### src/rtl/mux32_rr_arbiter_pkg.sv
// Shared types for the two-requester 32-bit round-robin arbiter.
// State encoding and source identifiers.
package mux32_rr_arbiter_pkg;

  typedef enum logic [1:0] {
    ST_IDLE  = 2'd0,
    ST_OWN_A = 2'd1,
    ST_OWN_B = 2'd2
  } state_t;

  localparam logic SRC_A = 1'b0;
  localparam logic SRC_B = 1'b1;

  // Owner state for a given source.
  function automatic state_t own_state(input logic src);
    return (src == SRC_B) ? ST_OWN_B : ST_OWN_A;
  endfunction

endpackage

### src/rtl/mux32_rr_arbiter_mux.sv
// 2:1 32-bit data mux built from AND/OR terms.
// sel=0 passes a, sel=1 passes b.
module mux_2to1_32bit_gatelevel (
  input  logic [31:0] a,
  input  logic [31:0] b,
  input  logic        sel,
  output logic [31:0] y
);

  logic [31:0] sel_v;

  assign sel_v = {32{sel}};
  assign y     = (a & ~sel_v) | (b & sel_v);

endmodule

### src/rtl/mux32_rr_arbiter.sv
// Round-robin owner arbiter sharing one 32-bit path between A and B.
// Bounded bursts, single registered output slot.
module mux32_rr_arbiter
  import mux32_rr_arbiter_pkg::*;
#(
  parameter int MAX_BURST = 4,
  parameter int CNT_W     = 3
) (
  input  logic        clk,
  input  logic        rst,
  input  logic        a_valid,
  input  logic [31:0] a_data,
  output logic        a_ready,
  input  logic        b_valid,
  input  logic [31:0] b_data,
  output logic        b_ready,
  output logic        out_valid,
  output logic [31:0] out_data,
  output logic        out_src,
  input  logic        out_ready,
  output logic        grant_sel
);

  state_t             state;
  logic               prio;
  logic [CNT_W-1:0]   cnt;
  logic [31:0]        mux_y;
  logic               load;
  logic               own_a;
  logic               own_b;
  logic               xfer;
  logic               other_valid;
  logic               other_src;
  logic               burst_end;

  assign own_a       = (state == ST_OWN_A);
  assign own_b       = (state == ST_OWN_B);
  assign load        = ~out_valid | out_ready;
  assign grant_sel   = own_b;
  assign a_ready     = own_a & load & ~rst;
  assign b_ready     = own_b & load & ~rst;
  assign xfer        = (a_valid & a_ready) | (b_valid & b_ready);
  assign other_valid = own_b ? a_valid : b_valid;
  assign other_src   = own_b ? SRC_A : SRC_B;
  assign burst_end   = (cnt == CNT_W'(MAX_BURST - 1));

  mux_2to1_32bit_gatelevel u_mux (
    .a   (a_data),
    .b   (b_data),
    .sel (grant_sel),
    .y   (mux_y)
  );

  // Ownership FSM, burst counter, priority pointer and output slot.
  always_ff @(posedge clk) begin
    if (rst) begin
      state     <= ST_IDLE;
      prio      <= SRC_A;
      cnt       <= '0;
      out_valid <= 1'b0;
      out_data  <= '0;
      out_src   <= SRC_A;
    end else begin
      if (load & ~xfer)
        out_valid <= 1'b0;
      unique case (state)
        ST_IDLE: begin
          if (a_valid & (~b_valid | (prio == SRC_A)))
            state <= ST_OWN_A;
          else if (b_valid)
            state <= ST_OWN_B;
        end
        ST_OWN_A, ST_OWN_B: begin
          if (load) begin
            if (xfer) begin
              out_data  <= mux_y;
              out_src   <= own_b ? SRC_B : SRC_A;
              out_valid <= 1'b1;
              if (burst_end) begin
                cnt  <= '0;
                prio <= other_src;
                if (other_valid)
                  state <= own_state(other_src);
              end else begin
                cnt <= cnt + CNT_W'(1);
              end
            end else begin
              cnt   <= '0;
              prio  <= other_src;
              state <= other_valid ? own_state(other_src)
                                   : ST_IDLE;
            end
          end
        end
        default: state <= ST_IDLE;
      endcase
    end
  end

endmodule

### config.mk
export PLATFORM = sky130hd
export DESIGN_NAME = mux32_rr_arbiter
export DESIGN_NICKNAME = d
export VERILOG_FILES = /design/src/rtl/mux32_rr_arbiter_pkg.sv /design/src/rtl/mux32_rr_arbiter_mux.sv /design/src/rtl/mux32_rr_arbiter.sv
export SDC_FILE = /design/constraint.sdc
export NUM_CORES = 1
export LEC_CHECK = 0
export ABC_AREA = 1
export BUFFER_PORTS_ARGS = -buffer_cell sky130_fd_sc_hd__buf_2
export CORE_ASPECT_RATIO = 1.4
export CORE_UTILIZATION = 46
export CTS_CLUSTER_SIZE = 12
export DETAILED_ROUTE_END_ITERATION = 12
export PLACE_DENSITY = 0.8
export REMOVE_ABC_BUFFERS = 1
export SETUP_SLACK_MARGIN = 0.5
export SLEW_MARGIN = 5
export SYNTH_ARGS = -nofsm -noshare
export SYNTH_HDL_FRONTEND = slang
export SYNTH_SLANG_ARGS = --single-unit
### constraint.sdc
create_clock -name clk -period 1.8 [get_ports clk]
set_input_delay 0.18 -clock clk [delete_from_list [all_inputs] [get_ports clk]]
set_output_delay 0.18 -clock clk [all_outputs]
set_load 0.05 [all_outputs]
==> flow_summary.yaml <==
drt:
  firstDrtPassIters: 4
  final_antenna_net_count: 0
  avgRoutedWirePerCell_um: 13.2
  num_vias: 2548
  viasPerCell: 4.98
  wl_mm: 6.77
  remaining_drc_errors: 0
  first_iter_violations: 103
power:
  p_leak_nw: 1.78
  p_int_mw: 1.91
  power_density_nw_per_um2: 1040
  clkPwrFrac: 0.168
  p_comb_frac: 0.513
  power.share.sequential: 0.319
  p_total_mw: 3.34
  switching_power_mw: 1.43
  ir_worst_vdd_mv: 0.585
  swShare: 0.428
sta:
  setup_slack_ps: 168
  grt_setup_unrepaired: "yes"
  setup_viol: 0
  relSlewSlack: 0.724
  fin_crit_sh: 0.906
  finClkSkew_ps: 4.26
  min_period_ps: 1630
  tightest_slew_ps: 409
  fmax_mhz: 613
  setup_tns_ps: 0
  finalHoldViolations: 0
  slew_viol_final: 0
global_routing:
  antenna_found_initial: 0
  grt_max_degree: 33
  grt_pass1_vias: 2367
  grt_usage: 0.272
  grt_pass1_wl_mm: 9.96
  grt-ovfl-total: 0
logic_synthesis:
  synth-xor-area-share: 0.00414
  synth_seq_area_share: 0.379
  synth_top_cell_by_area: "dfxtp_1"
  synth_top_area_frac: 0.379
  synth-compound-area-share: 0.104
  synth.distinct_cells: 21
  ys_warn_count: 0
  syn_inst: 327
  synth_top_family_by_area: "simple AND/OR/NAND/NOR gates"
  synth_simple_gate_area_frac: 0.392
  synthAdderAreaFrac: 0.0296
  muxShareOfSynthArea: 0
  yosys_register_bits: 40
  synthTopCellsByArea: "dfxtp_1, nand2_1, nor2_1"
  syn-cell-area_sq_um: 2110
  avgSynthCellArea_sq_um: 6.47
final_layout:
  n_antenna_cell: 0
  drive_gt1_frac: 0.440
  final_nets: 526
  fin_util: 0.748
  syn2layout_area_growth_pct: 52.4
  fin_area_sq_um: 3220
setup_path:
  rrSetupSlack_ps: 170
  critPathCaptureType: "flop"
  reg2regPathDepth: 12
  crit_path_max_fanout: 3
  worst_ep_arrival_time_ps: 1850
  path_class: "reg -> reg"
  reg2reg_from: "state[1]"
  critPathRequiredTime_ps: 2020
  start_kind: "flop"
  regToRegEndpoint: "state[1]"
cts:
  path_clk_slew_ps: 70
  htreeDepth: 2
  cts_made_buffers: 5
  clkSinkCount: 40
  hold_buffers: 0
  clockBufferDepth: 2
  cts_tree: "built"
  clk_latency_ps: 290
  root_buffer: "clkbuf_8"
die:
  die_y_um: 82.2
  num_io_pins: 106
  coreArea_sq_um: 4310
  rows: 28
  initial_core_util: 0.491
  design.die.area_sq_um: 4880
  die_w_um: 59.3
worst_hold_path:
  holdPathStages: 5
  hold_path_end: "out_data[15]"
  min_path_type: "in -> reg"
  min_from: "b_data[15]"
outcome:
  status: "completed"
place:
  placed_area_sq_um: 2660
  place_worst_setup_slack_ps: 63.6
  dp_hpwl_mm: 3.90
  gp_congestion: 0.879
  io_buffers: 105
flow_run:
  drv_cap: 0
[layer usage]
layer / vias up / track usage / part of all wire
li1: 1261 / - / -
met1: 1175 / 0.270 / 0.38
met2: 96 / 0.531 / 0.54
met3: 16 / 0.0514 / 0.051
met4: 0 / 0.119 / 0.027
met5: - / 0 / 0
[stage by stage]
step | hold WS, ps | instances
2_1_floorplan | 249 | 310
3_3_place_gp | 434 | 482
3_5_place_dp | 455 | 482
4_1_cts | 208 | 508
5_1_grt | 198 | 512
6_report | 194 | 512
[final cells by class]
cell class                      instances  area, sq um
Fill cell                             361         1090
Inverter                               17         86.3
Sequential cell                        40          810
Clock buffer                            6         72.6
Clock inverter                          1         5.00
Tap cell                               60         75.1
Multi-Input combinational cell        253         1270
Timing Repair Buffer                  135          903
[state kept, by name, summed over array words and instances, names as in the netlist, named ones only]
| name | flops |
|---|---|
| out_src | 1 |
| prio | 1 |
| state | 2 |
| out_data | 32 |
| cnt | 3 |
[cells by family after synthesis]
kind of cell / count (synthesis)
and+or+nand+nor: 204
AOI/OAI and AO/OA: 43
DFF: 40
buffers and inverters: 34
adders and majority gates: 5
xor gates and xnor gates: 1
[power groups by stage]
stage          clock, mW  combinational (mW)  sequential (mW)
2_1_floorplan          0               0.684             1.26
3_3_place_gp           0                1.20             1.05
3_5_place_dp           0                1.23             1.06
4_1_cts            0.563                1.56             1.05
5_1_grt            0.609                1.85             1.07
6_report           0.560                1.71             1.07
[how the worst max path moves through the flow]
stage	start	endpoint	slack (ps)	depth (start not counted)
finish	state[1]	state[1]	170	12
global route	state[0]	state[1]	120	12
CTS	state[0]	b_ready	210	6
detailed placement	state[1]	out_data[22]	60	11
global placement	state[0]	state[1]	170	10
floorplan	state[0]	b_ready	-1350	4
[cell usage in the layout (no fill, tap or decap), drive strengths merged, types with 4 or more instances in the layout]
cell    Yosys  layout
nand2     123     123
ha          5       5
nor2       75      75
clkbuf      8       6
dfxtp      40      40
a21oi       8       8
o21ai      34      34
nand3       4       4
buf         9     134
inv        17      17
[worst max-delay path: stages (launching register included)]
cell and delay, ps:
dfxtp_4 370, inv_4 70, ha_4 130, inv_2 40, nor2_2 90, nand3_2 100
buf_4 140, buf_4 120, nand2_1 60, nand2_1 70, a21oi_2 130, nand2_2 80
a21oi_2 150
[synthesized netlist by cell type (all sizes together)]
library cell / n
nand2: 123
nor2: 75
dfxtp: 40
o21ai: 34
inv: 17
buf: 9
a21oi: 8
clkbuf: 8
ha: 5
nand3: 4
nor3: 2
o221ai: 1
xnor2: 1
[timing repair]
action | in CTS | in global routing
pin swaps | 10 | 19
setup buffers | 15 | 4
setup endpoints to repair | 42 | 43
resized for setup | 51 | 34
cloned | 4 | 0
No activity file was read; power rests on OpenSTA's default activity.
